`config.mk`:
```
export PLATFORM = sky130hd
export DESIGN_NAME = dmem_arbiter_ctrl
export DESIGN_NICKNAME = d
export VERILOG_FILES = /design/src/rtl/dmem_ctrl_pkg.sv /design/src/rtl/dmem_load_align.sv /design/src/rtl/dmem_arbiter_ctrl.sv
export SDC_FILE = /design/constraint.sdc
export NUM_CORES = 1
export LEC_CHECK = 0
export CAP_MARGIN = 20
export CORE_ASPECT_RATIO = 1.4
export CORE_UTILIZATION = 38
export CTS_CLUSTER_SIZE = 12
export DETAILED_ROUTE_END_ITERATION = 8
export PLACE_DENSITY = 0.75
export SETUP_SLACK_MARGIN = 0.15
export SYNTH_ARGS = -nofsm -noshare
export SYNTH_HDL_FRONTEND = slang
export SYNTH_SLANG_ARGS = --single-unit
```
`constraint.sdc`:
```
create_clock -name clock_i -period 4.45 [get_ports clock_i]
set_input_delay 0.89 -clock clock_i [delete_from_list [all_inputs] [get_ports clock_i]]
set_output_delay 0.89 -clock clock_i [all_outputs]
set_load 0.02 [all_outputs]
```
`src/rtl/dmem_ctrl_pkg.sv`:
```
// dmem_ctrl_pkg: access-size, data_memory enable-code and FSM encodings shared by the controller
package dmem_ctrl_pkg;
  localparam logic [1:0] SIZE_BYTE = 2'b00;
  localparam logic [1:0] SIZE_HALF = 2'b01;
  localparam logic [1:0] SIZE_WORD = 2'b10;
  localparam logic [1:0] SIZE_ILL  = 2'b11;
  localparam logic [3:0] WR_NONE   = 4'b0000;
  localparam logic [3:0] WR_BYTE0  = 4'b0001;
  localparam logic [3:0] WR_HALF0  = 4'b0101;
  localparam logic [3:0] WR_WORD   = 4'b1111;
  localparam logic [1:0] RD_NONE   = 2'b00;
  localparam logic [1:0] RD_WORD   = 2'b11;
  typedef enum logic [1:0] {IDLE, ACCESS, RESP} state_e;
  function automatic logic [3:0] store_code(input logic [1:0] size, input logic [1:0] off);
    return size == SIZE_BYTE ? WR_BYTE0 + {2'b00, off} :
           size == SIZE_HALF ? WR_HALF0 + {2'b00, off} : WR_WORD;
  endfunction
  function automatic logic misaligned(input logic [1:0] size, input logic [1:0] off);
    return size == SIZE_ILL || (size == SIZE_HALF && off == 2'd3) || (size == SIZE_WORD && off != 2'd0);
  endfunction
endpackage

```
`src/rtl/dmem_load_align.sv`:
```
// dmem_load_align: picks the addressed byte/half out of a memory word and sign/zero-extends it
module dmem_load_align
  import dmem_ctrl_pkg::*;
(
  input  logic [31:0] word_i,
  input  logic [1:0]  off_i,
  input  logic [1:0]  size_i,
  input  logic        unsigned_i,
  output logic [31:0] data_o
);
  logic [31:0] sh;
  assign sh = word_i >> {off_i, 3'b000};
  always_comb
    data_o = size_i == SIZE_BYTE ? {{24{sh[7] & ~unsigned_i}}, sh[7:0]} :
             size_i == SIZE_HALF ? {{16{sh[15] & ~unsigned_i}}, sh[15:0]} : word_i;
endmodule

```
`src/rtl/dmem_arbiter_ctrl.sv`:
```
// dmem_arbiter_ctrl: two-port arbiter and access sequencer in front of the single data_memory
module dmem_arbiter_ctrl
  import dmem_ctrl_pkg::*;
#(
  parameter int MEM_WORDS   = 64,
  parameter bit P0_PRIORITY = 1'b0
) (
  input  logic        clock_i,
  input  logic        reset_i,
  input  logic        p0_valid_i,
  output logic        p0_ready_o,
  input  logic        p0_we_i,
  input  logic [1:0]  p0_size_i,
  input  logic        p0_unsigned_i,
  input  logic [31:0] p0_addr_i,
  input  logic [31:0] p0_wdata_i,
  output logic [31:0] p0_rdata_o,
  output logic        p0_resp_valid_o,
  output logic        p0_err_o,
  input  logic        p1_valid_i,
  output logic        p1_ready_o,
  input  logic        p1_we_i,
  input  logic [1:0]  p1_size_i,
  input  logic        p1_unsigned_i,
  input  logic [31:0] p1_addr_i,
  input  logic [31:0] p1_wdata_i,
  output logic [31:0] p1_rdata_o,
  output logic        p1_resp_valid_o,
  output logic        p1_err_o,
  output logic [31:0] mem_addr_o,
  output logic [31:0] mem_wr_data_o,
  output logic [3:0]  mem_wr_enable_o,
  output logic [1:0]  mem_rd_enable_o,
  input  logic [31:0] mem_rd_data_i
);
  localparam logic [31:0] ADDR_LIMIT = 32'(MEM_WORDS * 4);
  state_e      state_q;
  logic        rr_q, port_q, we_q, uns_q;
  logic [1:0]  size_q, resp_q, err_q;
  logic [31:0] addr_q, wdata_q, rdata0_q, rdata1_q;
  logic        tie, win, go, acc, s_we, s_uns, req_err;
  logic [1:0]  s_size, win_mask, port_mask;
  logic [31:0] s_addr, s_wdata, load_data;
  assign tie       = p0_valid_i & p1_valid_i;
  assign win       = tie ? (P0_PRIORITY ? 1'b0 : rr_q) : ~p0_valid_i;
  // ready is gated by reset so every output reads 0 the moment reset rises
  assign go        = state_q == IDLE && (p0_valid_i || p1_valid_i) && !reset_i;
  assign p0_ready_o = go & ~win;
  assign p1_ready_o = go & win;
  assign s_we      = win ? p1_we_i : p0_we_i;
  assign s_uns     = win ? p1_unsigned_i : p0_unsigned_i;
  assign s_size    = win ? p1_size_i : p0_size_i;
  assign s_addr    = win ? p1_addr_i : p0_addr_i;
  assign s_wdata   = win ? p1_wdata_i : p0_wdata_i;
  assign req_err   = misaligned(s_size, s_addr[1:0]) || s_addr >= ADDR_LIMIT;
  assign win_mask  = win ? 2'b10 : 2'b01;
  assign port_mask = port_q ? 2'b10 : 2'b01;
  dmem_load_align u_align (
    .word_i    (mem_rd_data_i),
    .off_i     (addr_q[1:0]),
    .size_i    (size_q),
    .unsigned_i(uns_q),
    .data_o    (load_data)
  );
  always_ff @(posedge clock_i or posedge reset_i) begin
    if (reset_i) begin
      state_q  <= IDLE;
      rr_q     <= 1'b0;
      port_q   <= 1'b0;
      we_q     <= 1'b0;
      uns_q    <= 1'b0;
      size_q   <= SIZE_BYTE;
      addr_q   <= '0;
      wdata_q  <= '0;
      resp_q   <= '0;
      err_q    <= '0;
      rdata0_q <= '0;
      rdata1_q <= '0;
    end else begin
      case (state_q)
        IDLE: if (go) begin
          port_q  <= win;
          we_q    <= s_we;
          uns_q   <= s_uns;
          size_q  <= s_size;
          addr_q  <= s_addr;
          wdata_q <= s_wdata;
          if (tie && !P0_PRIORITY) rr_q <= ~win;
          state_q <= req_err ? RESP : ACCESS;
          resp_q  <= req_err ? win_mask : 2'b00;
          err_q   <= req_err ? win_mask : 2'b00;
        end
        ACCESS: begin
          state_q <= RESP;
          resp_q  <= port_mask;
          if (port_q) rdata1_q <= we_q ? '0 : load_data;
          else rdata0_q <= we_q ? '0 : load_data;
        end
        RESP: begin
          state_q  <= IDLE;
          resp_q   <= '0;
          err_q    <= '0;
          rdata0_q <= '0;
          rdata1_q <= '0;
        end
        default: state_q <= IDLE;
      endcase
    end
  end
  assign acc             = state_q == ACCESS;
  assign mem_addr_o      = acc ? {2'b00, addr_q[31:2]} : '0;
  assign mem_wr_data_o   = acc && we_q ? wdata_q : '0;
  assign mem_wr_enable_o = acc && we_q ? store_code(size_q, addr_q[1:0]) : WR_NONE;
  assign mem_rd_enable_o = acc && !we_q ? RD_WORD : RD_NONE;
  assign p0_resp_valid_o = resp_q[0];
  assign p1_resp_valid_o = resp_q[1];
  assign p0_err_o        = err_q[0];
  assign p1_err_o        = err_q[1];
  assign p0_rdata_o      = rdata0_q;
  assign p1_rdata_o      = rdata1_q;
endmodule

```
==> Yosys cells after proc, flatten, opt, wreduce, memory -nomap -nowiden <==
Cells that the tools add are included.
{ "op_classes": {"addsub": 2, "mul": 0, "n_div": 0, "order_cmp": 1, "n_eq_ne": 10, "shift": 1, "mux": 28, "bitwise": 8, "n_reduce_logical": 24} }
{ "ops": {"columns": ["operator", "n"], "rows": [
  ["32-bit two-way mux", 8],
  ["32-bit case mux with 2 select lines", 2],
  ["32-bit by 9-bit >= comparator with 1-bit output, second input constant", 1],
  ["32-bit by 5-bit right shift with 16-bit output", 1],
  ["30-bit two-way mux", 1],
  ["2-bit two-way mux", 8],
  ["4-bit two-way mux", 3],
  ["2-bit AND reduction", 5],
  ["2-bit == test, second input constant", 4],
  ["2-bit case mux with 2 select lines", 2],
  ["2-bit by 1-bit == test with 1-bit output, second input constant", 3],
  ["1-bit logical AND", 6],
  ["2-bit != test, second input constant", 3],
  ["2-bit case mux with 3 select lines", 1],
  ["2-bit nonzero test", 3],
  ["1-bit bitwise AND", 5],
  ["3-bit by 2-bit adder with 4-bit output, first input constant", 1],
  ["2-bit logical NOT", 2],
  ["1-bit logical OR", 4],
  ["1-bit by 2-bit adder with 3-bit output, first input constant", 1],
  ["1-bit two-way mux", 3],
  ["1-bit inverter", 3],
  ["3-bit AND reduction", 1],
  ["3-bit nonzero test", 1],
  ["1-bit logical NOT", 2]
]} }
{ "word_totals": {"register_bits": 140, "latch_bits": 0, "mem_bits_rw": 0, "romBits": 0, "in_bits": 172, "memories": 0} }

==> Depth between registers and ports, before layout <==
{ "depth": {"depth_word": 11, "ltp_mapped": 8} }

==> Cells and area by module <==
Synthesis repeated with hierarchy kept, for this count alone.
{ "hier_totals": {"cells_unflattened": 879, "hier_area_um2": 7529.7} }
{ "modules_own_cells": {"columns": ["mod", "instances", "cells_per_inst", "area_each_um2"], "rows": [
  ["dmem_arbiter_ctrl", 1, 717, 6462.4],
  ["dmem_load_align", 1, 162, 1067.3]
]} }

==> Least setup slack after synthesis <==
Ideal clock, no wire load.
{ "synth_path": {"kind": "input -> output", "from": "input reset_i", "to": "output p1_ready_o", "arrival_time_ns": 1.833, "required_time_ns": 3.560, "path_slack_ns": 1.727, "cell_stages": 4, "n_path_buf": 1, "cell_sequence": "nor2b_1 -> o21ai_1 -> nor2_1 -> buf_2"} }
{ "synth_via": {"elab_chain_len": 3} }
{ "synth_rtl": {"columns": ["item", "line", "rtl"], "rows": [
  ["start: declaration", "dmem_arbiter_ctrl.sv:9", "input logic reset_i,"],
  ["1-bit logical NOT (no line)", null, null],
  ["1-bit logical AND", "dmem_arbiter_ctrl.sv:47", "assign go = state_q == IDLE && (p0_valid_i || p1_valid_i) && !reset_i;"],
  ["1-bit bitwise AND", "dmem_arbiter_ctrl.sv:49", "assign p1_ready_o = go & win;"],
  ["end: declaration", "dmem_arbiter_ctrl.sv:21", "output logic p1_ready_o,"]
]} }
Every way passes these cells.

==> Worst setup path after layout <==
{ "layout_path": {"from": "register state_q[1]", "to": "output mem_wr_enable_o[0]"} }
{ "layout_via": {"elab_chain_len": 3} }
{ "layout_rtl": {"columns": ["item", "line", "rtl"], "rows": [
  ["start: declaration", "dmem_arbiter_ctrl.sv:37", "state_e state_q;"],
  ["start signal: assignment", "dmem_arbiter_ctrl.sv:89", "state_q <= req_err ? RESP : ACCESS;"],
  ["2-bit by 1-bit == test with 1-bit output", "dmem_arbiter_ctrl.sv:110", "assign acc = state_q == ACCESS;"],
  ["1-bit logical AND", "dmem_arbiter_ctrl.sv:113", "assign mem_wr_enable_o = acc && we_q ? store_code(size_q, addr_q[1:0]) : WR_NONE;"],
  ["4-bit two-way mux", "dmem_arbiter_ctrl.sv:113", null],
  ["end: declaration", "dmem_arbiter_ctrl.sv:32", "output logic [3:0] mem_wr_enable_o,"]
]} }
Every way passes these cells.

==> impl_metrics.json <==
{
  "initial_utilization": 0.389,
  "boundaryPins": 312,
  "cts_post_setup_buffers_inserted": 0,
  "commonest_non_fill_non_tap_cell_in_the_layout": "sky130_fd_sc_hd__clkdlybuf4s50_1",
  "route.vias.total": 6989,
  "clkLatencyLatePin_ns": 0.42,
  "layout.cell_area.non_filler_sq_um": 10800,
  "grt_setup_unrepaired": "no",
  "wl_um": 24300,
  "critical_path_peak_fanout": 51,
  "final_net_count": 1247,
  "cp-startpoint": "state_q[1]",
  "route.antenna.remaining_nets": 0,
  "die_height_um": 163,
  "globalRouteOverflowTotal": 0,
  "worst_setup_hold_path_clk_slew_ns": 0.06,
  "data_required_time_of_the_worst_path_ns": 3.56,
  "clock_tree.buffer_depth": 2,
  "yosysTopAreaCell": "sky130_fd_sc_hd__dfrtp_1",
  "synth_enable_flop_cells": 0,
  "grt_util_all_layers": 0.258,
  "yosys_warnings": 0,
  "final_hold_viol_count": 0,
  "type_of_the_worst_setup_path": "reg2out",
  "final.period_utilization": 0.841,
  "antenna_cells_inserted": 0,
  "hold_buffer_count_at_cts": 0,
  "grt-busiest-layer": "met2",
  "crit_path_time_final_ns": 3.74,
  "post_route_drc_violation_count": 0,
  "min_path_type": "reg2reg",
  "detailed_place_hpwl_um": 17700,
  "cp_data_arrival_time_ns": 2.85,
  "timing.critical_path.to_type": "output port",
  "dieArea_sq_um": 19000,
  "max_slew.worst_pin.slew_ns": 1.07,
  "finalSetupTns_ns": 0,
  "initialDrtViolationCount": 595,
  "synth_cell_type_count": 43,
  "outcome": "complete, no violations",
  "cts_tree": "done",
  "grt_pass1_vias": 6906,
  "maxClockFrequency_ghz": 0.267,
  "holdWs_ns": 0.476,
  "post_cts_resize_count": 0,
  "synthesis.area_per_instance_sq_um": 8.81,
  "h-tree-depth": 4,
  "grt_first_pass_wirelength_um": 36900,
  "globalplace.congestion": 0.892,
  "grt_antenna_before_repair": 0,
  "yosysSeqAreaShare": 0.501,
  "cts_buffers": 17,
  "synth-async-reset-ratio": 1.00,
  "io_buffers": 309,
  "cts.sinks": 140,
  "die_x_um": 117,
  "num_rows": 58,
  "timing.hold.worst.start": "p0_rdata_o[13]",
  "r2r-start": "state_q[1]",
  "groute.layer.met2.usage": 0.435,
  "final_layout_size_suffix_gt1_frac": 0.0527,
  "critPathLaunchType": "register",
  "setup_violations": 0,
  "final.fill_count": 1638,
  "p_per_area_nw_per_um2": 576,
  "core_area_sq_um": 18000,
  "timing.clock.skew_ns": 0.00955,
  "maxSlewHeadroom": 0.289,
  "synth.cell_area_sq_um": 7000,
  "most_frequent_cells_in_the_layout": "309 x sky130_fd_sc_hd__clkdlybuf4s50_1, 161 x sky130_fd_sc_hd__nand2_1, 140 x sky130_fd_sc_hd__dfrtp_1",
  "drt_pass1_iterations": 8,
  "synth_top_cell_area_share": 0.501,
  "synth_ff_type": "sky130_fd_sc_hd__dfrtp_1",
  "area_growth_pct": 54.9,
  "via_density_per_instance": 5.29,
  "detailed_place.area_sq_um": 10300,
  "max-cap-violations": 0,
  "maximum_vdd_ir_drop_mv": 0.244,
  "grt_util_met1": 0.303,
  "maximum_number_of_pins_on_one_net_before_global_route_repair": 141,
  "wire_per_inst_um": 18.4,
  "number_of_pins_with_negative_max_slew_slack_in_the_final_report": 0,
  "buffer_type_at_the_clock_tree_root": "sky130_fd_sc_hd__clkbuf_16",
  "post_synth_inst_count": 794,
  "postSynthRegisterBits": 140,
  "grt.met3_usage": 0.0476,
  "yosys-top-cells-area": "sky130_fd_sc_hd__dfrtp_1 50%, sky130_fd_sc_hd__nand2_1 8.6%, sky130_fd_sc_hd__a222oi_1 4.9%, sky130_fd_sc_hd__o21ai_0 4.4%, sky130_fd_sc_hd__a31oi_1 3.0%",
  "power_leakage_nw": 4.63
}
## per-stage QoR
step,worst slack (ns),power [mW],util,cells
after CTS,0.673,6.30,0.602,1321
after global placement,1.01,4.85,0.571,1290
after floorplan,1.73,3.78,-,795
after detailed placement,0.973,4.93,0.571,1290
after global routing,0.519,6.67,0.602,1322
final,0.707,6.25,0.602,1322
## registers in the layout, indices dropped and copies added (netlist names)
register / cells
rr_q: 1
p0_rdata_o: 32
size_q: 2
state_q: 2
addr_q: 32
err_q: 2
p1_rdata_o: 32
resp_q: 2
port_q: 1
we_q: 1
uns_q: 1
wdata_q: 32
## synth_stat cells (3+ instances only)
master,count
sky130_fd_sc_hd__o2bb2ai_1,9
sky130_fd_sc_hd__nand3_1,6
sky130_fd_sc_hd__buf_4,3
sky130_fd_sc_hd__o221ai_1,7
sky130_fd_sc_hd__and2_1,30
sky130_fd_sc_hd__nor2b_1,4
sky130_fd_sc_hd__mux2i_1,8
sky130_fd_sc_hd__buf_2,10
sky130_fd_sc_hd__nor4_1,11
sky130_fd_sc_hd__buf_1,9
sky130_fd_sc_hd__o21ai_0,62
sky130_fd_sc_hd__and3_1,32
sky130_fd_sc_hd__a21oi_1,19
sky130_fd_sc_hd__o41ai_1,3
sky130_fd_sc_hd__a31oi_1,33
sky130_fd_sc_hd__clkbuf_1,43
sky130_fd_sc_hd__dfrtp_1,140
sky130_fd_sc_hd__o211ai_1,16
sky130_fd_sc_hd__ha_1,5
sky130_fd_sc_hd__inv_1,44
sky130_fd_sc_hd__nand2_1,161
sky130_fd_sc_hd__a222oi_1,34
sky130_fd_sc_hd__nor3_1,7
sky130_fd_sc_hd__o21ai_1,21
sky130_fd_sc_hd__nor2_1,52
## where the power goes
part / leakage (nW) / switching (mW) / internal, mW / total [mW]
Sequential: 1.75 / 0.398 / 1.83 / 2.23
Clock: 0.266 / 0.561 / 0.784 / 1.35
Combinational: 2.62 / 1.53 / 1.14 / 2.67
## area by class of cell
cell class,count,area (sq um),share of cell area
clock buffer,19,443,0.0409
clock inverter,12,115,0.0106
inverter,45,173,0.0159
multi-input combinational,544,3100,0.286
sequential,140,3500,0.323
tap,240,300,0.0277
timing repair buffer,322,3210,0.296
## routing by layer
layer,share of wire,vias to the layer above
li1,-,3353
met1,0.38,3270
met2,0.50,302
met3,0.063,64
met4,0.048,0
met5,0,-
## cells by family after synthesis
group                      count (synthesis)  share of synthesized area
and+or+nand+nor                          305                      0.194
AOI/OAI and AO/OA                        221                      0.215
DFF                                      140                      0.501
buffers and inverters                    111                     0.0640
muxes                                      9                     0.0147
adders and majority gates                  5                    0.00894
xor gates and xnor gates                   2                    0.00250
other                                      1                   0.000536
## critical path, stage by stage, from the launching register on
cell,delay [ns]
sky130_fd_sc_hd__dfrtp_1,0.42
sky130_fd_sc_hd__inv_1,0.10
sky130_fd_sc_hd__ha_2,0.81
sky130_fd_sc_hd__nand2_1,0.29
sky130_fd_sc_hd__a21oi_1,0.20
sky130_fd_sc_hd__clkdlybuf4s50_1,0.63
## path summary, 6_finish.rpt
path,endpoint,slack [ns],cells past startpoint
max reg2reg,p0_rdata_o[2],1.58,6
min in group asynchronous,rr_q,1.08,3
min reg2reg,p0_rdata_o[13],0.48,2
min,p0_rdata_o[13],0.48,2
max in group asynchronous,p1_rdata_o[12],2.80,3
max,mem_wr_enable_o[0],0.71,5
Note: power is estimated with default switching activity, not from simulation.
